**src/rtl/busy_table_ckpt_if.sv**
```systemverilog
// Dispatch/writeback/ROB-facing bundle for the checkpointed busy table.
// The master side drives the requests; the table sits on the slave side.
interface busy_table_ckpt_if #(
  parameter int NUM_PREG  = 64,
  parameter int NUM_RD    = 4,
  parameter int NUM_ALLOC = 2,
  parameter int NUM_FREE  = 2,
  parameter int NUM_WALK  = 2,
  parameter int NUM_SNAP  = 4
);
  localparam int PREG_W = $clog2(NUM_PREG);
  localparam int SNAP_W = $clog2(NUM_SNAP);

  logic [NUM_RD*PREG_W-1:0]    rd_addr;
  logic [NUM_RD-1:0]           rd_busy;
  logic [NUM_ALLOC-1:0]        alloc_en;
  logic [NUM_ALLOC*PREG_W-1:0] alloc_addr;
  logic [NUM_FREE-1:0]         free_en;
  logic [NUM_FREE*PREG_W-1:0]  free_addr;
  logic [NUM_WALK-1:0]         walk_en;
  logic [NUM_WALK*PREG_W-1:0]  walk_addr;
  logic                        rollback;
  logic                        snap_save_en;
  logic [SNAP_W-1:0]           snap_save_id;
  logic                        snap_rel_en;
  logic [SNAP_W-1:0]           snap_rel_id;
  logic                        snap_rst_en;
  logic [SNAP_W-1:0]           snap_rst_id;
  logic [NUM_SNAP-1:0]         snap_valid;
  logic                        snap_full;
  logic [PREG_W:0]             busy_cnt;

  modport master (
    output rd_addr, alloc_en, alloc_addr, free_en, free_addr, walk_en, walk_addr,
           rollback, snap_save_en, snap_save_id, snap_rel_en, snap_rel_id,
           snap_rst_en, snap_rst_id,
    input  rd_busy, snap_valid, snap_full, busy_cnt
  );

  modport slave (
    input  rd_addr, alloc_en, alloc_addr, free_en, free_addr, walk_en, walk_addr,
           rollback, snap_save_en, snap_save_id, snap_rel_en, snap_rel_id,
           snap_rst_en, snap_rst_id,
    output rd_busy, snap_valid, snap_full, busy_cnt
  );
endinterface

```
**src/rtl/busy_table_ckpt.sv**
```systemverilog
// Physical-register busy table with same-cycle bypassed reads and branch checkpoints
// that squash only the pregs allocated since the checkpoint was taken.
module busy_table_ckpt #(
  parameter int NUM_PREG  = 64,
  parameter int NUM_RD    = 4,
  parameter int NUM_ALLOC = 2,
  parameter int NUM_FREE  = 2,
  parameter int NUM_WALK  = 2,
  parameter int NUM_SNAP  = 4,
  parameter int ZERO_PREG = 1
) (
  input  logic              clock,
  input  logic              reset_n,
  busy_table_ckpt_if.slave  bus
);
  localparam int PREG_W = $clog2(NUM_PREG);
  localparam int SNAP_W = $clog2(NUM_SNAP);

  logic [NUM_PREG-1:0]               busy_q, busy_d;
  logic [NUM_SNAP-1:0][NUM_PREG-1:0] mask_q, mask_d;
  logic [NUM_SNAP-1:0]               snap_valid_q, snap_valid_d;

  logic [NUM_PREG-1:0] alloc_dec, free_dec, walk_dec, squash_mask;
  logic [NUM_SNAP-1:0] save_dec, rel_dec, rst_dec;
  logic                rst_hit;
  logic [NUM_RD-1:0]   rd_busy_c;
  logic [PREG_W:0]     busy_cnt_c;

  // Out-of-range addresses match no bit, so they are dropped on writes and read as 0.
  function automatic logic [NUM_PREG-1:0] decode_preg(input logic [PREG_W-1:0] addr);
    logic [NUM_PREG-1:0] dec;
    dec = '0;
    for (int p = 0; p < NUM_PREG; p++) begin
      if (addr == PREG_W'(p)) dec[p] = 1'b1;
    end
    return dec;
  endfunction

  function automatic logic [NUM_SNAP-1:0] decode_slot(input logic [SNAP_W-1:0] id);
    logic [NUM_SNAP-1:0] dec;
    dec = '0;
    for (int s = 0; s < NUM_SNAP; s++) begin
      if (id == SNAP_W'(s)) dec[s] = 1'b1;
    end
    return dec;
  endfunction

  always_comb begin
    alloc_dec = '0;
    free_dec  = '0;
    walk_dec  = '0;
    for (int i = 0; i < NUM_ALLOC; i++) begin
      if (bus.alloc_en[i]) alloc_dec = alloc_dec | decode_preg(bus.alloc_addr[i*PREG_W +: PREG_W]);
    end
    for (int i = 0; i < NUM_FREE; i++) begin
      if (bus.free_en[i]) free_dec = free_dec | decode_preg(bus.free_addr[i*PREG_W +: PREG_W]);
    end
    for (int i = 0; i < NUM_WALK; i++) begin
      if (bus.walk_en[i]) walk_dec = walk_dec | decode_preg(bus.walk_addr[i*PREG_W +: PREG_W]);
    end

    save_dec = bus.snap_save_en ? decode_slot(bus.snap_save_id) : '0;
    rel_dec  = bus.snap_rel_en  ? decode_slot(bus.snap_rel_id)  : '0;
    rst_dec  = bus.snap_rst_en  ? decode_slot(bus.snap_rst_id)  : '0;
    rst_hit  = |(rst_dec & snap_valid_q);

    squash_mask = '0;
    for (int s = 0; s < NUM_SNAP; s++) begin
      if (rst_dec[s] && snap_valid_q[s]) squash_mask = squash_mask | mask_q[s];
    end

    // Walk re-sets survive even a rollback; squash and free both beat a same-cycle alloc.
    busy_d = (busy_q | alloc_dec) & ~free_dec & ~squash_mask;
    if (bus.rollback) busy_d = '0;
    busy_d = busy_d | walk_dec;
    if (ZERO_PREG != 0) busy_d[0] = 1'b0;

    // Allocs in a save cycle are older than that checkpoint, so a saved slot starts empty.
    for (int s = 0; s < NUM_SNAP; s++) begin
      snap_valid_d[s] = snap_valid_q[s];
      mask_d[s]       = snap_valid_q[s] ? (mask_q[s] | alloc_dec) : mask_q[s];
      if (rel_dec[s]) begin
        snap_valid_d[s] = 1'b0;
        mask_d[s]       = '0;
      end
      if (save_dec[s]) begin
        snap_valid_d[s] = 1'b1;
        mask_d[s]       = '0;
      end
      if (bus.rollback || rst_hit) begin
        snap_valid_d[s] = 1'b0;
        mask_d[s]       = '0;
      end
    end
  end

  always_comb begin
    rd_busy_c = '0;
    for (int i = 0; i < NUM_RD; i++) begin
      rd_busy_c[i] = |(decode_preg(bus.rd_addr[i*PREG_W +: PREG_W]) & busy_d);
    end
    busy_cnt_c = '0;
    for (int p = 0; p < NUM_PREG; p++) begin
      busy_cnt_c = busy_cnt_c + (PREG_W+1)'(busy_q[p]);
    end
  end

  assign bus.rd_busy    = rd_busy_c;
  assign bus.busy_cnt   = busy_cnt_c;
  assign bus.snap_valid = snap_valid_q;
  assign bus.snap_full  = &snap_valid_q;

  always_ff @(posedge clock or negedge reset_n) begin
    if (!reset_n) begin
      busy_q       <= '0;
      mask_q       <= '0;
      snap_valid_q <= '0;
    end else begin
      busy_q       <= busy_d;
      mask_q       <= mask_d;
      snap_valid_q <= snap_valid_d;
    end
  end
endmodule
```
**src/flat_wrapper.sv**
```systemverilog
// flat-port wrapper written by rule: the top's interface ports become plain ports
module busy_table_ckpt_flat 
#(
  parameter int NUM_PREG  = 64,
  parameter int NUM_RD    = 4,
  parameter int NUM_ALLOC = 2,
  parameter int NUM_FREE  = 2,
  parameter int NUM_WALK  = 2,
  parameter int NUM_SNAP  = 4,
  parameter int ZERO_PREG = 1
)
  (clock, reset_n, bus_rd_addr, bus_alloc_en, bus_alloc_addr, bus_free_en, bus_free_addr, bus_walk_en, bus_walk_addr, bus_rollback, bus_snap_save_en, bus_snap_save_id, bus_snap_rel_en, bus_snap_rel_id, bus_snap_rst_en, bus_snap_rst_id, bus_rd_busy, bus_snap_valid, bus_snap_full, bus_busy_cnt);
  busy_table_ckpt_if #(.NUM_PREG(NUM_PREG), .NUM_RD(NUM_RD), .NUM_ALLOC(NUM_ALLOC), .NUM_FREE(NUM_FREE), .NUM_WALK(NUM_WALK), .NUM_SNAP(NUM_SNAP)) bus_i ();
  input  logic clock;
  input  logic reset_n;
  input wire logic [$bits(bus_i.rd_addr)-1:0] bus_rd_addr;
  input wire logic [$bits(bus_i.alloc_en)-1:0] bus_alloc_en;
  input wire logic [$bits(bus_i.alloc_addr)-1:0] bus_alloc_addr;
  input wire logic [$bits(bus_i.free_en)-1:0] bus_free_en;
  input wire logic [$bits(bus_i.free_addr)-1:0] bus_free_addr;
  input wire logic [$bits(bus_i.walk_en)-1:0] bus_walk_en;
  input wire logic [$bits(bus_i.walk_addr)-1:0] bus_walk_addr;
  input wire logic [$bits(bus_i.rollback)-1:0] bus_rollback;
  input wire logic [$bits(bus_i.snap_save_en)-1:0] bus_snap_save_en;
  input wire logic [$bits(bus_i.snap_save_id)-1:0] bus_snap_save_id;
  input wire logic [$bits(bus_i.snap_rel_en)-1:0] bus_snap_rel_en;
  input wire logic [$bits(bus_i.snap_rel_id)-1:0] bus_snap_rel_id;
  input wire logic [$bits(bus_i.snap_rst_en)-1:0] bus_snap_rst_en;
  input wire logic [$bits(bus_i.snap_rst_id)-1:0] bus_snap_rst_id;
  output wire logic [$bits(bus_i.rd_busy)-1:0] bus_rd_busy;
  output wire logic [$bits(bus_i.snap_valid)-1:0] bus_snap_valid;
  output wire logic [$bits(bus_i.snap_full)-1:0] bus_snap_full;
  output wire logic [$bits(bus_i.busy_cnt)-1:0] bus_busy_cnt;
  assign bus_i.rd_addr = bus_rd_addr;
  assign bus_i.alloc_en = bus_alloc_en;
  assign bus_i.alloc_addr = bus_alloc_addr;
  assign bus_i.free_en = bus_free_en;
  assign bus_i.free_addr = bus_free_addr;
  assign bus_i.walk_en = bus_walk_en;
  assign bus_i.walk_addr = bus_walk_addr;
  assign bus_i.rollback = bus_rollback;
  assign bus_i.snap_save_en = bus_snap_save_en;
  assign bus_i.snap_save_id = bus_snap_save_id;
  assign bus_i.snap_rel_en = bus_snap_rel_en;
  assign bus_i.snap_rel_id = bus_snap_rel_id;
  assign bus_i.snap_rst_en = bus_snap_rst_en;
  assign bus_i.snap_rst_id = bus_snap_rst_id;
  assign bus_rd_busy = bus_i.rd_busy;
  assign bus_snap_valid = bus_i.snap_valid;
  assign bus_snap_full = bus_i.snap_full;
  assign bus_busy_cnt = bus_i.busy_cnt;
  busy_table_ckpt #(.NUM_PREG(NUM_PREG), .NUM_RD(NUM_RD), .NUM_ALLOC(NUM_ALLOC), .NUM_FREE(NUM_FREE), .NUM_WALK(NUM_WALK), .NUM_SNAP(NUM_SNAP), .ZERO_PREG(ZERO_PREG)) u_core (.clock(clock), .reset_n(reset_n), .bus(bus_i));
endmodule
```
**config.mk**
```make
export PLATFORM = sky130hd
export DESIGN_NAME = busy_table_ckpt_flat
export DESIGN_NICKNAME = d
export VERILOG_FILES = /design/src/rtl/busy_table_ckpt_if.sv /design/src/rtl/busy_table_ckpt.sv /design/src/flat_wrapper.sv
export SDC_FILE = /design/constraint.sdc
export NUM_CORES = 1
export LEC_CHECK = 0
export ABC_AREA = 1
export BUFFER_PORTS_ARGS = -buffer_cell sky130_fd_sc_hd__buf_2
export CAP_MARGIN = 15
export CELL_PAD_IN_SITES_DETAIL_PLACEMENT = 0
export CELL_PAD_IN_SITES_GLOBAL_PLACEMENT = 1
export CORE_MARGIN = 2
export CORE_UTILIZATION = 41
export DETAILED_ROUTE_END_ITERATION = 12
export PLACE_DENSITY_LB_ADDON = 0.1
export SLEW_MARGIN = 20
export SYNTH_ARGS = -nofsm -noshare
export SYNTH_HDL_FRONTEND = slang
export SYNTH_SLANG_ARGS = --single-unit
```
**constraint.sdc**
```tcl
create_clock -name clock -period 5.98 [get_ports clock]
set_input_delay 0.897 -clock clock [delete_from_list [all_inputs] [get_ports clock]]
set_output_delay 0.897 -clock clock [all_outputs]
set_load 0.02 [all_outputs]
```
# Word level (Yosys, flattened, before mapping)
# Cells that the tools add are included.
[op_classes]
addsub = 62
n_mul = 0
div_mod_pow = 0
n_lt_le_gt_ge = 0
eq_ne = 639
shift = 0
muxes = 886
bitwise_logic = 21
reduce_logical = 32
[ops]
columns = ["cell", "count"]
rows = [
  ["6-bit equality test, second input constant", 320],
  ["64-bit two-way mux", 27],
  ["6-bit by 5-bit equality test with 1-bit output, second input constant", 160],
  ["1-bit two-way mux", 856],
  ["64-bit bitwise OR", 12],
  ["6-bit by 4-bit equality test with 1-bit output, second input constant", 80],
  ["7-bit by 1-bit adder with 7-bit output", 61],
  ["64-bit AND", 6],
  ["64-bit OR reduction", 4],
  ["6-bit by 3-bit equality test with 1-bit output, second input constant", 40],
  ["64-bit NOT", 2],
  ["6-bit by 2-bit equality test with 1-bit output, second input constant", 20],
  ["6-bit by 1-bit equality test with 1-bit output, second input constant", 10],
  ["6-bit logical NOT", 10],
  ["4-bit nonzero test", 4],
  ["2-bit equality test, second input constant", 6],
  ["4-bit two-way mux", 3],
  ["3-bit nonzero test", 4],
  ["2-bit by 1-bit equality test with 1-bit output, second input constant", 3],
  ["2-bit logical NOT", 3],
  ["4-bit AND", 1],
  ["1-bit logical AND", 4],
  ["4-bit AND reduction", 1],
  ["4-bit OR reduction", 1],
  ["2 further kinds", 2],
]
[word_totals]
register_bits = 323
latch_bits = 0
ramBits = 0
mem_bits_ro = 0
input_bits = 78
out_inout_bits = 16
elab_cells = 1649
memories = 0

# Logic depth before layout (Yosys ltp)
# Gate-level depths: netlist of the first run.
[depth]
depth_word = 62
ltp_mapped = 23
mapped_depth_nobuf = 23

# Worst setup path after synthesis of the first run
# No wires, ideal clock.
[synth_path]
path_kind = "register to output"
start = "register u_core.busy_q[1]"
end = "output port bus_busy_cnt[4]"
arrival_ns = 5.703
t_required_ns = 5.083
slack_ns = -0.620
stages_incl_launch_ff = 18
path_buffers = 0
path_cell_list = "dfrtp_1 -> ha_1 -> inv_1 -> fa_1 -> fa_1 -> fa_1 -> fa_1 -> fa_1 -> fa_1 -> fa_1 -> fa_1 -> inv_1 -> ha_1 -> fa_1 -> a21oi_1 -> nor2_1 -> nor2_1 -> xor2_1"
[synth_between]
elab_chain_len = 62
[synth_lines]
columns = ["item", "line_no", "text"]
rows = [
  ["from (decl)", "busy_table_ckpt.sv:19", "logic [NUM_PREG-1:0] busy_q, busy_d;"],
  ["from (signal assigned)", "busy_table_ckpt.sv:119", "busy_q <= busy_d;"],
  ["1-bit by 1-bit adder with 2-bit output", "busy_table_ckpt.sv:104", "busy_cnt_c = busy_cnt_c + (PREG_W+1)'(busy_q[p]);"],
  ["7-bit by 1-bit adder with 7-bit output (61 in series)", "busy_table_ckpt.sv:104", ""],
  ["to (decl)", "flat_wrapper.sv:33", "output wire logic [$bits(bus_i.busy_cnt)-1:0] bus_busy_cnt;"],
]
# Every way passes these cells.

# Worst setup path after layout of the first run
# Same ends and word-level chain as after synthesis.

==> results of run 1 <==
## worst reg2reg max path, delay by kind of cell, from the launching register on
family / cells / cell delay, ns
buf+inv: 4 / 1.20
simple gates: 3 / 1.11
flops: 1 / 0.39
compound gates: 2 / 0.52
## layer usage
metal  wire length (µm)  up-vias
met4               6810       10
met2              48400     1276
met1              45400    11900
met3              10700      312
met5                 66        -
li1                   -    11400
## logic make-up (layout without fill, tap and decap cells)
group | after synthesis | count (layout) | synth area share
and+or+nand+nor | 2231 | 2231 | 0.392
buffers and inverters | 645 | 770 | 0.113
AOI/OAI and AO/OA | 371 | 371 | 0.0913
DFF | 319 | 319 | 0.347
adders and majority gates | 70 | 70 | 0.0554
xor gates and xnor gates | 4 | 4 | 0.00152
other | 0 | 6 | 0
## cells in the mapped netlist
master | n | area share
o22ai_1 | 142 | 0.039
nor2_1 | 758 | 0.12
a21oi_1 | 161 | 0.035
a22oi_1 | 16 | 0.0052
nor2_2 | 2 | 0.00054
nor2_4 | 1 | 0.00049
nand2_4 | 1 | 0.00049
nand2_2 | 37 | 0.010
inv_1 | 486 | 0.079
nand4_1 | 5 | 0.0014
ha_1 | 17 | 0.0092
nand3_1 | 254 | 0.055
nor2_8 | 2 | 0.0017
o21ai_2 | 1 | 0.00038
clkbuf_1 | 40 | 0.0065
o21ai_1 | 12 | 0.0026
a31oi_1 | 2 | 0.00054
buf_4 | 11 | 0.0036
fa_1 | 53 | 0.046
inv_2 | 14 | 0.0023
o211ai_1 | 4 | 0.0013
nor3_1 | 3 | 0.00065
buf_1 | 6 | 0.00098
xor2_1 | 4 | 0.0015
dfrtp_1 | 319 | 0.35
a21o_1 | 1 | 0.00033
nand4_2 | 2 | 0.0011
buf_2 | 65 | 0.014
o21ai_0 | 31 | 0.0067
nand3b_1 | 24 | 0.0078
nand2_1 | 1135 | 0.19
clkinv_1 | 15 | 0.0024
buf_6 | 8 | 0.0039
a211oi_2 | 1 | 0.00054
nand3_2 | 7 | 0.0030
## area by class of cell
class / instances / area [µm²]
fill: 5897 / 29300
inverter: 515 / 1930
timing repair buffer: 184 / 1290
antenna: 6 / 15.0
clock inverter: 12 / 159
clock buffer: 59 / 1140
multi-input combinational: 2676 / 12500
tap: 748 / 936
sequential: 319 / 7990
## metrics by stage
step | TNS, ns | worst slack, ns | cell area [µm²]
CTS | -8.97 | -1.63 | 26000
global placement | -4.84 | -0.972 | 24600
floorplan | -2.13 | -0.493 | 23000
finish | -9.12 | -1.60 | 26000
global route | -9.87 | -1.72 | 26000
detailed placement | -4.79 | -0.999 | 24600
## path summary, 6_finish.rpt
kind / from / to / slack (ns)
min in group clock: u_core.mask_q[9] / u_core.mask_q[9] / 0.51
max in group asynchronous: reset_n / u_core.mask_q[46] / 4.01
worst min-delay path: reset_n / u_core.mask_q[84] / 0.43
worst max-delay path: u_core.busy_q[1] / bus_busy_cnt[4] / -1.60
worst max register to register: u_core.bus.snap_valid[0] / u_core.mask_q[159] / 2.64
worst min register to register: u_core.mask_q[9] / u_core.mask_q[9] / 0.51
## power breakdown
| part | total (W) | leakage (nW) | switching (W) | internal (W) |
|---|---|---|---|---|
| clock | 0.00245 | 0.628 | 0.00102 | 0.00142 |
| combinational | 0.00147 | 8.06 | 0.000987 | 0.000483 |
| sequential | 0.00219 | 4.44 | 0.0000114 | 0.00218 |
## flip-flops by register name, indices dropped and copies added, names as in the netlist
register,count
u_core.bus.snap_valid,4
u_core.busy_q,63
u_core.mask_q,252
## timing repair
item | 4_1_cts | 5_1_grt
gates resized for setup | 21 | 2
setup endpoints to repair | 7 | 7
endpoints found under the hold margin | 0 | 0
pin swaps | 8 | 4
buffers inserted | 2 | 1
==> impl_metrics.py, run 1 <==
metrics = {
    "sta": {
        "worst-slew-pin-transition_ns": 1.05,
        "finalWorstSetupSlack_ns": -1.60,
        "setup_viol": 7,
        "rsz0062_at_grt": "true",
        "slew_viol_final": 0,
        "hold_violations": 0,
        "fin_crit_ns": 7.58,
        "fmax_ghz": 0.132,
        "whs_ns": 0.431,
        "skew_ns": 0.0324,
        "slew_headroom": 0.297,
        "fin_crit_sh": 1.27,
    },
    "yosys": {
        "ys_seq_area_frac": 0.347,
        "synth.distinct_cells": 35,
        "avgSynthCellArea_um2": 6.32,
        "yosys_warnings": 0,
        "synth_area_um2": 23000,
        "syn_inst": 3640,
        "synth_nets": 3788,
        "ys_seq_elements": 319,
    },
    "global_routing": {
        "grt_pass1_wl_mm": 160,
        "grt_max_degree": 119,
        "globalRoute.busiestLayer": "met2",
        "met1_usage": 0.509,
        "antenna_found_initial": 7,
        "grt_usage": 0.385,
        "grt_overflow": 0,
        "met2_usage": 0.589,
        "grt_use_met3": 0.0857,
        "grt_pass1_vias": 23200,
    },
    "setup_path": {
        "critPathTopFamily": "adder cells",
        "cp_max_fo": 2,
        "crit_path_end_kind": "output port",
        "worstPathArrival_ns": 6.68,
        "cp_data_required_time_ns": 5.08,
        "cp_num_buf_inv": 4,
        "crit_path_max_incr_delay_ns": 0.61,
        "cp-start-kind": "flop",
        "criticalPathCategory": "flop to output port",
        "slowest_stage": "fa_1",
        "crit_cells": 19,
        "crit_top_cell": "fa_1",
        "reg2reg_depth": 9,
        "cp_cell_sequence": "ha_1 > inv_2 > fa_1 > fa_1 > fa_1 > fa_1 > fa_1 > fa_1 > fa_1 > fa_1 > inv_2 > ha_4 > fa_2 > a21oi_2 > nor2_1 > nor2_2 > buf_4 > xor2_2 > buf_6",
    },
    "power": {
        "vdd.ir_drop.worst_uv": 252,
        "powerDensity_nw_per_um2": 235,
        "p_leak_nw": 13.1,
        "power.total_w": 0.00611,
    },
    "cts": {
        "holdBufCountCts": 0,
        "htreeDepth": 2,
        "cts_root_buf": "clkbuf_16",
        "worstSkewPairLatency_ns": 0.59,
        "cts_tree": "yes",
        "cts_buffer_depth": 3,
        "clk_pin_slew_ns": 0.06,
        "clock-sinks": 319,
        "numCtsBuffers": 40,
    },
    "finish": {
        "final_common_cell": "nand2_1",
        "drive_gt1_frac": 0.0887,
        "syn_to_final_growth_pct": 13.0,
        "fin_nets": 3884,
        "stdcell_count": 4519,
        "final_cell_mix": "nand2_1, nor2_1, inv_1",
        "final_util": 0.470,
    },
    "placement": {
        "place.gp.congestion": 1.08,
        "hpwlAfterDp_mm": 82.6,
        "io_buffers": 93,
        "dp.cells": 4439,
    },
    "route": {
        "drtIter0Drc": 2657,
        "first_pass_iters": 6,
        "drt-total-wl_mm": 111,
        "ant_nets": 0,
        "vias": 24900,
        "viasPerCell": 5.52,
        "drcViolationCount": 0,
        "wl_per_cell_um": 24.6,
    },
    "floorplan": {
        "die_w_um": 241,
        "die_y_um": 241,
        "coreArea_um2": 55300,
        "dieArea_um2": 58000,
        "initial_core_util": 0.416,
        "num_rows": 86,
        "ios": 94,
    },
    "status": {
        "status": "finished with violations",
        "violations": "negative setup slack",
    },
    "hold_path": {
        "min_path_type": "input port to asynchronous set/reset pin",
    },
    "flow_run": {
        "drv_cap": 0,
    },
}
No activity file was read; power rests on OpenSTA's default activity.
==> run 2: changes to the inputs <==
Settings changed: MAX_ROUTING_LAYER from default to met4.
==> run 2 against run 1 <==
  * The flow still finishes with violations (negative setup slack)
  * Clock power down 3%
  * Sequential cell count unchanged
  * Non-clock buffer count unchanged
  * Clock skew up 0.0025 ns
  * Critical endpoint unchanged
  * Largest power group unchanged
==> impl_metrics.py, run 2 (same netlist as run 1, synthesis figures left out) <==
metrics = {
    "status": {
        "status": "finished with violations",
        "violations": "negative setup slack",
    },
    "finish": {
        "fin_nets": 3882,
        "drive_gt1_frac": 0.0918,
        "multiInputGateArea_um2": 12600,
        "largest_reg_flops": 252,
        "final_cell_mix": "nand2_1, nor2_1, inv_1",
        "fill_cells": 5887,
        "syn_to_final_growth_pct": 13.0,
        "stdcell_count": 4512,
        "seq_area_um2": 7990,
        "top_register": "u_core.mask_q",
        "final_common_cell": "nand2_1",
    },
    "global_routing": {
        "grt_max_degree": 154,
        "grt_overflow": 0,
        "grt_pass1_wl_mm": 160,
        "antenna_found_initial": 7,
        "grt_pass1_vias": 23200,
        "grt_usage": 0.398,
    },
    "floorplan": {
        "ios": 94,
        "die_w_um": 241,
        "coreArea_um2": 55300,
        "num_rows": 86,
        "initial_core_util": 0.416,
        "die_y_um": 241,
        "dieArea_um2": 58000,
    },
    "power": {
        "netSwitchingFraction": 0.328,
        "vdd.ir_drop.worst_uv": 562,
        "p_leak_nw": 13.1,
        "seq_power_share": 0.357,
        "p_clk_frac": 0.386,
        "power.total_w": 0.00614,
        "p_int_w": 0.00412,
        "switchingPower_w": 0.00201,
        "powerDensity_nw_per_um2": 236,
        "pwr-share-comb": 0.257,
    },
    "sta": {
        "fmax_ghz": 0.133,
        "rsz0062_at_grt": "true",
        "fin_crit_sh": 1.26,
        "hold_violations": 0,
        "setup_viol": 7,
        "slew_viol_final": 0,
        "skew_ns": 0.0349,
        "fin_crit_ns": 7.51,
        "setup_tns_ns": -8.72,
        "finalWorstSetupSlack_ns": -1.53,
        "worst-slew-pin-transition_ns": 1.18,
        "slew_headroom": 0.215,
    },
    "setup_path": {
        "cp_num_buf_inv": 4,
        "cp_data_required_time_ns": 5.08,
        "worstPathArrival_ns": 6.61,
        "slowest_stage": "fa_2",
        "cp-start-kind": "flop",
        "cp_cell_sequence": "ha_1 > inv_1 > fa_1 > fa_1 > fa_1 > fa_1 > fa_1 > fa_2 > fa_1 > fa_1 > inv_2 > ha_4 > fa_2 > a21oi_2 > nor2_1 > nor2_2 > buf_4 > xor2_2 > buf_6",
        "crit_path_end_kind": "output port",
        "reg2reg_depth": 9,
        "criticalPathCategory": "flop to output port",
        "r2r_start": "u_core.bus.snap_valid[2]",
        "critPathTopFamily": "adder cells",
        "cp_max_fo": 2,
        "crit_path_max_incr_delay_ns": 0.60,
        "reg2reg_to": "u_core.mask_q[119]",
        "crit_top_cell": "fa_1",
        "r2r_setup_slack_ns": 2.94,
    },
    "placement": {
        "io_buffers": 93,
        "hpwlAfterDp_mm": 83.7,
        "preCtsSetupSlack_ns": -0.965,
        "dp.cells": 4437,
        "place.gp.congestion": 1.05,
    },
    "route": {
        "vias": 24800,
        "wl_per_cell_um": 24.8,
        "ant_nets": 0,
        "first_pass_iters": 6,
        "drt-total-wl_mm": 112,
        "drcViolationCount": 0,
        "drtIter0Drc": 2653,
        "viasPerCell": 5.50,
    },
    "cts": {
        "clock-sinks": 319,
        "cts_buffer_depth": 3,
        "numCtsBuffers": 38,
        "clk_pin_slew_ns": 0.06,
        "htreeDepth": 2,
        "cts_root_buf": "clkbuf_16",
        "cts_tree": "yes",
        "holdBufCountCts": 0,
        "worstSkewPairLatency_ns": 0.57,
    },
    "hold_path": {
        "min_path_type": "input port to asynchronous set/reset pin",
    },
    "flow_run": {
        "drv_cap": 0,
    },
}
[run 2: cell count changes in the layout (fill, tap and decap cells not counted), sizes merged]
cell	change
inv	+1
diode	-1
clkinv	+3
bufinv	+1
clkbuf	-9
clkinvlp	-2
[run 2: layout make-up]
cell class | count | share of cell area
diodes | 5 | 0.000482
clock buffers | 50 | 0.0415
clock inverters | 15 | 0.00665
inverters | 515 | 0.0744
multi-input cells | 2676 | 0.483
flip-flops and latches | 319 | 0.307
well taps | 748 | 0.0360
repair buffers | 184 | 0.0503
[run 2: through the flow]
stage / instance area (µm²) / hold slack, ns / utilization
final: 26000 / 0.329 / 0.470
after global routing: 26000 / 0.395 / 0.470
after CTS: 25900 / 0.388 / 0.468
after detailed placement: 24600 / 0.496 / 0.444
after global placement: 24600 / 0.490 / 0.444
after floorplan: 23000 / 0.478 / -
[run 2: worst max path at each step]
stage	startpoint	cells past startpoint	to
after global routing	u_core.busy_q[1]	19	bus_busy_cnt[6]
after detailed placement	u_core.busy_q[1]	19	bus_busy_cnt[4]
after floorplan	u_core.busy_q[1]	18	bus_busy_cnt[6]
after CTS	u_core.busy_q[1]	19	bus_busy_cnt[4]
final	u_core.busy_q[1]	19	bus_busy_cnt[4]
after global placement	u_core.busy_q[1]	19	bus_busy_cnt[4]
[run 2: routing by layer]
layer,share of wire,track usage,vias up
met3,0.093,0.0751,259
met4,0.055,0.188,0
met2,0.45,0.604,1250
met1,0.41,0.513,11900
li1,-,-,11400
met5,0,-,-
[run 2: timing repair]
action	in CTS	in global routing
buffers inserted	2	3
pin swaps	0	2
resized for setup	12	22
setup endpoints to repair	7	7
[run 2: power by group through the flow]
stage          Combinational [W]  Clock [W]  Sequential, W
2_1_floorplan           0.000705          0        0.00223
3_3_place_gp             0.00135          0        0.00223
3_5_place_dp             0.00134          0        0.00223
4_1_cts                  0.00147    0.00239        0.00219
5_1_grt                  0.00166    0.00248        0.00219
6_report                 0.00158    0.00237        0.00219
